$ cat src/rtl/mux4_rr_arbiter.sv
// Four-requester arbiter sharing one 4:1 mux and a single valid/ready output register.
// Round-robin or fixed-priority selection, with bounded burst locking.
module mux4_rr_arbiter #(
  parameter int unsigned WIDTH     = 32,
  parameter int unsigned PRIO_MODE = 0,
  parameter int unsigned BURST_MAX = 4
) (
  input  logic             clk,
  input  logic             rst_n,
  input  logic [3:0]       req_valid,
  input  logic [3:0]       req_lock,
  input  logic [WIDTH-1:0] req_data0,
  input  logic [WIDTH-1:0] req_data1,
  input  logic [WIDTH-1:0] req_data2,
  input  logic [WIDTH-1:0] req_data3,
  output logic [3:0]       req_ready,
  output logic [1:0]       sel,
  output logic             out_valid,
  output logic [WIDTH-1:0] out_data,
  output logic [1:0]       out_src,
  input  logic             out_ready
);

  localparam int unsigned CNT_W = 4;

  typedef enum logic {EMPTY, FULL} state_t;

  state_t           state;
  state_t           state_nxt;
  logic [1:0]       ptr;
  logic [1:0]       sel_q;
  logic [1:0]       grant;
  logic [CNT_W-1:0] burst_cnt;
  logic             lock_own;
  logic             any_valid;
  logic             load;
  logic             lock_hit;
  logic             xfer;
  logic [WIDTH-1:0] mux_data;

  assign any_valid = |req_valid;
  assign load      = (state == EMPTY) | out_ready;
  // The lock-holder keeps the grant only while its burst budget lasts.
  assign lock_hit  = lock_own & req_valid[out_src] & (burst_cnt < CNT_W'(BURST_MAX));
  assign xfer      = rst_n & load & any_valid;

  // Grant selection: burst lock first, then round-robin scan or fixed priority.
  always_comb begin
    logic [1:0] idx;
    grant = 2'd0;
    idx   = 2'd0;
    if (lock_hit) begin
      grant = out_src;
    end else if (PRIO_MODE == 0) begin
      // Walk from the lowest-priority slot upward so the nearest valid slot after ptr wins.
      for (int i = 4; i >= 1; i--) begin
        idx = ptr + 2'(i);
        if (req_valid[idx]) grant = idx;
      end
    end else begin
      for (int i = 3; i >= 0; i--) begin
        if (req_valid[i]) grant = 2'(i);
      end
    end
  end

  // Mux select and one-hot ready, both quiet while in reset.
  always_comb begin
    sel       = 2'd0;
    req_ready = 4'd0;
    if (rst_n) begin
      sel = any_valid ? grant : sel_q;
      if (load && any_valid) req_ready = 4'(4'b0001 << grant);
    end
  end

  // Shared 4:1 datapath mux.
  always_comb begin
    mux_data = req_data0;
    case (grant)
      2'd0: mux_data = req_data0;
      2'd1: mux_data = req_data1;
      2'd2: mux_data = req_data2;
      2'd3: mux_data = req_data3;
      default: mux_data = req_data0;
    endcase
  end

  // Output-register occupancy next state.
  always_comb begin
    state_nxt = state;
    case (state)
      EMPTY: if (any_valid) state_nxt = FULL;
      FULL:  if (out_ready && !any_valid) state_nxt = EMPTY;
      default: state_nxt = EMPTY;
    endcase
  end

  // State register.
  always_ff @(posedge clk or negedge rst_n) begin
    if (!rst_n) state <= EMPTY;
    else        state <= state_nxt;
  end

  // Output register, scheduling pointer and burst tracking.
  always_ff @(posedge clk or negedge rst_n) begin
    if (!rst_n) begin
      out_valid <= 1'b0;
      out_data  <= '0;
      out_src   <= 2'd0;
      ptr       <= 2'd3;
      burst_cnt <= '0;
      lock_own  <= 1'b0;
      sel_q     <= 2'd0;
    end else begin
      sel_q     <= sel;
      out_valid <= (state_nxt == FULL);
      if (xfer) begin
        out_data <= mux_data;
        out_src  <= grant;
        ptr      <= grant;
        lock_own <= req_lock[grant];
        if ((grant == out_src) && lock_own) begin
          // Saturate at the budget; lock is ignored once it is reached.
          if (burst_cnt < CNT_W'(BURST_MAX)) burst_cnt <= burst_cnt + CNT_W'(1);
        end else begin
          burst_cnt <= CNT_W'(1);
        end
      end
    end
  end

endmodule

$ cat config.mk
export PLATFORM = sky130hd
export DESIGN_NAME = mux4_rr_arbiter
export DESIGN_NICKNAME = d
export VERILOG_FILES = /design/src/rtl/mux4_rr_arbiter.sv
export SDC_FILE = /design/constraint.sdc
export NUM_CORES = 1
export LEC_CHECK = 0
export ABC_AREA = 1
export BUFFER_PORTS_ARGS = -buffer_cell sky130_fd_sc_hd__buf_2
export CAP_MARGIN = 0
export CORE_ASPECT_RATIO = 1.75
export CORE_MARGIN = 8
export CORE_UTILIZATION = 42
export CTS_CLUSTER_DIAMETER = 50
export DETAILED_ROUTE_END_ITERATION = 8
export GPL_TIMING_DRIVEN = 0
export PLACE_DENSITY = 0.85
export SLEW_MARGIN = 0
export SYNTH_ARGS = -nofsm -noshare
export SYNTH_HDL_FRONTEND = slang
export SYNTH_SLANG_ARGS = --single-unit
export TNS_END_PERCENT = 20
$ cat constraint.sdc
create_clock -name clk -period 4 [get_ports clk]
set_input_delay 0.8 -clock clk [delete_from_list [all_inputs] [get_ports clk]]
set_output_delay 0.8 -clock clk [all_outputs]
set_load 0.1 [all_outputs]
== Yosys cells after proc, flatten, opt, wreduce, memory -nomap -nowiden ==
Index checks and enable logic that the tools add are counted.

* Input bits: 139
* Word-level logic and storage cells: 64
* Flip-flop bits (word level): 44
* Output and inout bits: 41

* Muxes and demuxes: 27
* Order comparisons: 7
* Reductions and logical operators: 7
* Add/subtract/negate cells: 4
* Shifts and indexed selects: 1
* Equal/unequal tests: 5
* Bitwise logic cells: 6

{| class="wikitable"
|+ Operators by type and width
! cell !! count
|-
| case mux 32 bit (4 select lines) || 1
|-
| < comparator 2 x 3 -> 1 bit, second input constant || 6
|-
| two-way mux 4 bit || 4
|-
| two-way mux 2 bit || 7
|-
| binary-select mux 1 bit (select 2 bit) || 6
|-
| two-way mux 1 bit || 8
|-
| adder 2 bit, second input constant || 2
|-
| adder 4 x 1 -> 4 bit, second input constant || 1
|-
| AND 1 bit || 4
|-
| equality test 2 bit, second input constant || 2
|-
| < comparator 4 x 3 -> 1 bit, second input constant || 1
|-
| OR reduction 4 bit || 1
|-
| << shifter 1 x 2 -> 4 bit, first input constant || 1
|-
| logical AND 1 bit || 3
|-
| adder 2 x 1 -> 2 bit, second input constant || 1
|-
| equality test 2 x 1 -> 1 bit, second input constant || 1
|-
| equality test 2 bit || 1
|-
| zero test 2 bit || 1
|-
| inequality test 2 x 1 -> 1 bit, second input constant || 1
|-
| case mux 1 bit (2 select lines) || 1
|-
| AND reduction 2 bit || 1
|-
| zero test 1 bit || 1
|-
| inverter 1 bit || 1
|-
| OR 1 bit || 1
|}

== Longest topological paths before layout ==
* Word-level depth: 11
* Gate-level depth with buffers: 17
* Gate-level depth less buffers: 15

== Worst setup path after synthesis ==
No wires, ideal clock.

* Path kind: reg-to-output
* From: register out_src[0]
* To: output req_ready[2]
* Slack: -0.252 ns
* Path buffers: 1
* Arrival time: 3.452 ns
* Data required time: 3.200 ns
* Stages on the path, launching flop included: 12
* Path through: dfrtp_1 inv_2 nand2_1 nand3_1 nand3_2 nand2_1 inv_1 nand2_1 o21ai_2 clkbuf_1 nand2_1 nor2_1

* Longest elaborated chain between the ends: 8

{| class="wikitable"
|+ Ends and longest elaborated chain
! item !! RTL line !! text
|-
| start: declaration || 20 || <nowiki>output logic [1:0] out_src,</nowiki>
|-
| start signal: assignment || 120 || <nowiki>out_src <= grant;</nowiki>
|-
| binary-select mux 1 bit (select 2 bit) || 44 || <nowiki>assign lock_hit = lock_own & req_valid[out_src] & (burst_cnt < CNT_W'(BURST_MAX));</nowiki>
|-
| two-way mux 1 bit (implied by the code) || 44 ||
|-
| AND 1 bit (2 in series) || 44 ||
|-
| two-way mux 2 bit (*) || 52 || <nowiki>if (lock_hit) begin</nowiki>
|-
| << shifter 1 x 2 -> 4 bit (*) || 73 || <nowiki>if (load && any_valid) req_ready = 4'(4'b0001 << grant);</nowiki>
|-
| two-way mux 4 bit (*) || 73 ||
|-
| two-way mux 4 bit (*) || 71 || <nowiki>if (rst_n) begin</nowiki>
|-
| end: declaration || 16 || <nowiki>output logic [3:0] req_ready,</nowiki>
|}

Every way passes the cells marked *; elsewhere a longest branch is shown, timed or not. The select of a mux whose other input is x is not followed.

== Worst setup path after layout ==
* From: register ptr[0]
* To: output req_ready[2]

* Longest elaborated chain between the ends: 10
* Elaborated cells on any way between the ends: 19
* Those cells by class: add/sub (3); shift (1); mux (15)

{| class="wikitable"
|+ Ends and longest elaborated chain
! item !! RTL line !! text
|-
| start: declaration || 30 || <nowiki>logic [1:0] ptr;</nowiki>
|-
| start signal: assignment || 121 || <nowiki>ptr <= grant;</nowiki>
|-
| adder 2 bit / binary-select mux 1 bit (select 2 bit) (equally long branches) || 57, 58 ||
|-
| binary-select mux 1 bit (select 2 bit) / two-way mux 1 bit (equally long branches) || 58 || <nowiki>if (req_valid[idx]) grant = idx;</nowiki>
|-
| two-way mux 1 bit (implied by the code) / two-way mux 2 bit (equally long branches) || 58 ||
|-
| two-way mux 2 bit (2 in series) || 58 ||
|-
| two-way mux 2 bit (*) || 58 ||
|-
| two-way mux 2 bit (*) || 52 ||
|-
| << shifter 1 x 2 -> 4 bit (*) || 73 ||
|-
| two-way mux 4 bit (*) || 73 ||
|-
| two-way mux 4 bit (*) || 71 ||
|}

Marks and branches as above.

==> summary.txt <==
R2R cell count: 16
area leader, netlist: dfrtp_1
clk_skew: 6.00 ps
Crit path depth: 15
Critical Path Start Type: flip-flop
Post-synth top flop: dfrtp_1
Post-synth EDFFs: 0
antenna viol nets, final: 0
crit path kind: reg -> out
Final Net Count: 833
Async SR Flop Fraction: 100%
TritonCTS buffer count: 5
CP bufs+invs: 5
CTS Sinks: 44
sequential share of the synthesized area: 34.4%
total number of yosys warnings: 0
detailed placement HPWL: 9.83 mm
CP most frequent cell: nand2_1
Max stage delay on crit path: 530 ps
CP arrival: 2940 ps
grt total ovfl: 0
RSZ-0062 raised after global routing: no
cells after synthesis: 507
syn avg cell area: 6.33 µm²
initial antenna violation count: 1
top cell family by delay on the critical path: buffers and inverters
Die Y: 132 µm
CORE AREA: 7460 µm²
Synth Cell Area: 3210 µm²
TritonRoute pass-1 iters: 7
routed vias: 4118
Max Root-Sink Buffers: 2
relative slew slack: 51.6%
setup ws final: 259 ps
post-layout min period: 3740 ps
dpl ws: -514 ps
Synth cell types: 30
Area contributors post-synth: dfrtp_1 (33%), nand2_1 (20%), nand3_1 (12%)
Least-Margin Pin Slew: 720 ps
Routed WL per cell: 15.8 µm
layout overhead on the synthesized area: 37.0%
Initial Util: 43.0%
share of layout cells above drive strength 1: 32.0%
Routed WL: 12.3 mm
Critical Path Slowest Stage Cell: dfstp_2
# rows: 42
Avg Vias per Cell: 5.26
Root Driver: clkbuf_16
DRT iter0 DRCs: 206
Port Buffers: 179
hold buffers post-CTS: 0
Hold Crit Class: in -> async
post-synth top area share: 32.8%
Fin. Hold Viols: 0
status: completed
die area: 10800 µm²
# DRC: 0
Mapped Nets: 647
Die X: 82.1 µm
Ports: 180
#FFs+latches synth: 44
Final Wtd Congestion: 0.904
CTS clk-pin slew, worst paths: 60 ps
period utilisation layout: 93.5%
Finish-stage setup viols: 0
worst-skew pair later-pin latency: 290 ps
first-pass GRT wire length: 20.0 mm
largest net degree at the start of global routing: 48
CP Max Fanout: 10
CTS tree: yes
endpoint type of the worst setup path: output pin
number of global-route vias before repair: 4313
post-CTS setup buffer count: 0
CTS H-Tree Depth: 2
Fmax achieved: 267 MHz
Cell Chain, Critical Path: buf_6 > inv_4 > nand2_1 > nand2_2 > nand2_1 > nand2_1 > inv_1 > nand2_1 > nand2_2 > nand2_1 > o21ai_2 > clkbuf_1 > nand2_1 > nor2_2 > buf_2
Final Instance Count excl. Fillers: 783
GRT Total Usage: 23.0%
placed cells: 774
Crit path required time: 3200 ps
Final Max Tran Viols: 0
MaxCap Viol Count: 0
cell type report:
cell class,instances,area [µm²]
flip-flops and latches,44,1100
diodes,1,2.50
fillers,749,3070
inverters,54,205
well taps,88,110
clock buffers,5,125
plain buffers,29,179
multi-input cells,380,1720
repair buffers,179,902
clock inverters,3,42.5
per-layer routing:
metal / GRT usage [%] / wire length (µm) / vias to the layer above
met3: 3.83 / 903 / 46
met5: 0 / 0 / -
met1: 24.8 / 4400 / 1872
li1: - / - / 1991
met4: 13.6 / 690 / 0
met2: 39.7 / 6340 / 209
cell families after synthesis:
family	share of synthesized area, %
AND/OR/NAND/NOR	41.8
buffers and inverters	11.9
AO/OA/AOI/OAI	10.9
flip-flops	34.4
XOR/XNOR	0.273
multiplexers	0.312
adder cells (fa/ha/maj)	0.390
layout by cell type (no fill, tap or decap), types with 2 or more instances in the layout:
| cell | count |
|---|---|
| a21boi_0 | 2 |
| a21oi_1 | 18 |
| buf_1 | 2 |
| buf_2 | 185 |
| buf_4 | 2 |
| buf_6 | 8 |
| clkbuf_1 | 10 |
| clkbuf_16 | 5 |
| dfrtp_1 | 42 |
| dfstp_2 | 2 |
| inv_1 | 51 |
| inv_2 | 2 |
| nand2_1 | 168 |
| nand2_2 | 5 |
| nand3_1 | 79 |
| nand3_4 | 2 |
| nor2_1 | 57 |
| nor2_2 | 2 |
| o21ai_0 | 6 |
| o21ai_1 | 16 |
| o22ai_1 | 16 |
through the flow:
stage / util (%) / hold WS, ps / TNS [ps] / instance area (µm²)
after global routing: 58.9 / 472 / 0 / 4390
after CTS: 58.8 / 449 / 0 / 4390
after detailed placement: 56.5 / 463 / -1580 / 4220
final: 58.9 / 439 / 0 / 4390
after global placement: 56.5 / 460 / -1280 / 4220
after floorplan: - / 489 / -314 / 3210
worst register-to-register path, delay by kind of cell, from the launching register on:
kind / cells / cell delay, ps
and+or+nand+nor: 12 / 1140
buffers and inverters: 4 / 660
DFF: 1 / 530
registers in the layout, summed over array words and instances (netlist names):
name,count
sel_q,2
burst_cnt,4
ptr,2
out_src,2
out_data,32
lock_own,1
out_valid,1
synth_stat cells (5+ instances only):
| cell type | instances |
|---|---|
| a21oi_1 | 18 |
| buf_2 | 7 |
| buf_6 | 7 |
| clkbuf_1 | 11 |
| dfrtp_1 | 42 |
| inv_1 | 51 |
| nand2_1 | 168 |
| nand2_2 | 5 |
| nand3_1 | 79 |
| nor2_1 | 58 |
| o21ai_0 | 6 |
| o21ai_1 | 16 |
| o22ai_1 | 16 |
final timing paths:
check / endpoint / from / slack, ps
min reg2reg: out_data[14] / out_data[14] / 470
min: out_src[1] / rst_n / 440
max in group asynchronous: ptr[1] / rst_n / 3230
min in group clk: out_data[14] / out_data[14] / 470
max reg2reg: out_data[21] / ptr[0] / 1640
max: req_ready[2] / ptr[0] / 260
timing repair:
action / CTS / global route
resized for setup: 2 / 2
hold endpoints to repair: 0 / 0
cloned: 0 / 0
setup endpoints to repair: 4 / 2
Power is left out: the tool's default activity adds up to more than one toggle a clock period on the data nets, which glitch-free logic cannot reach.
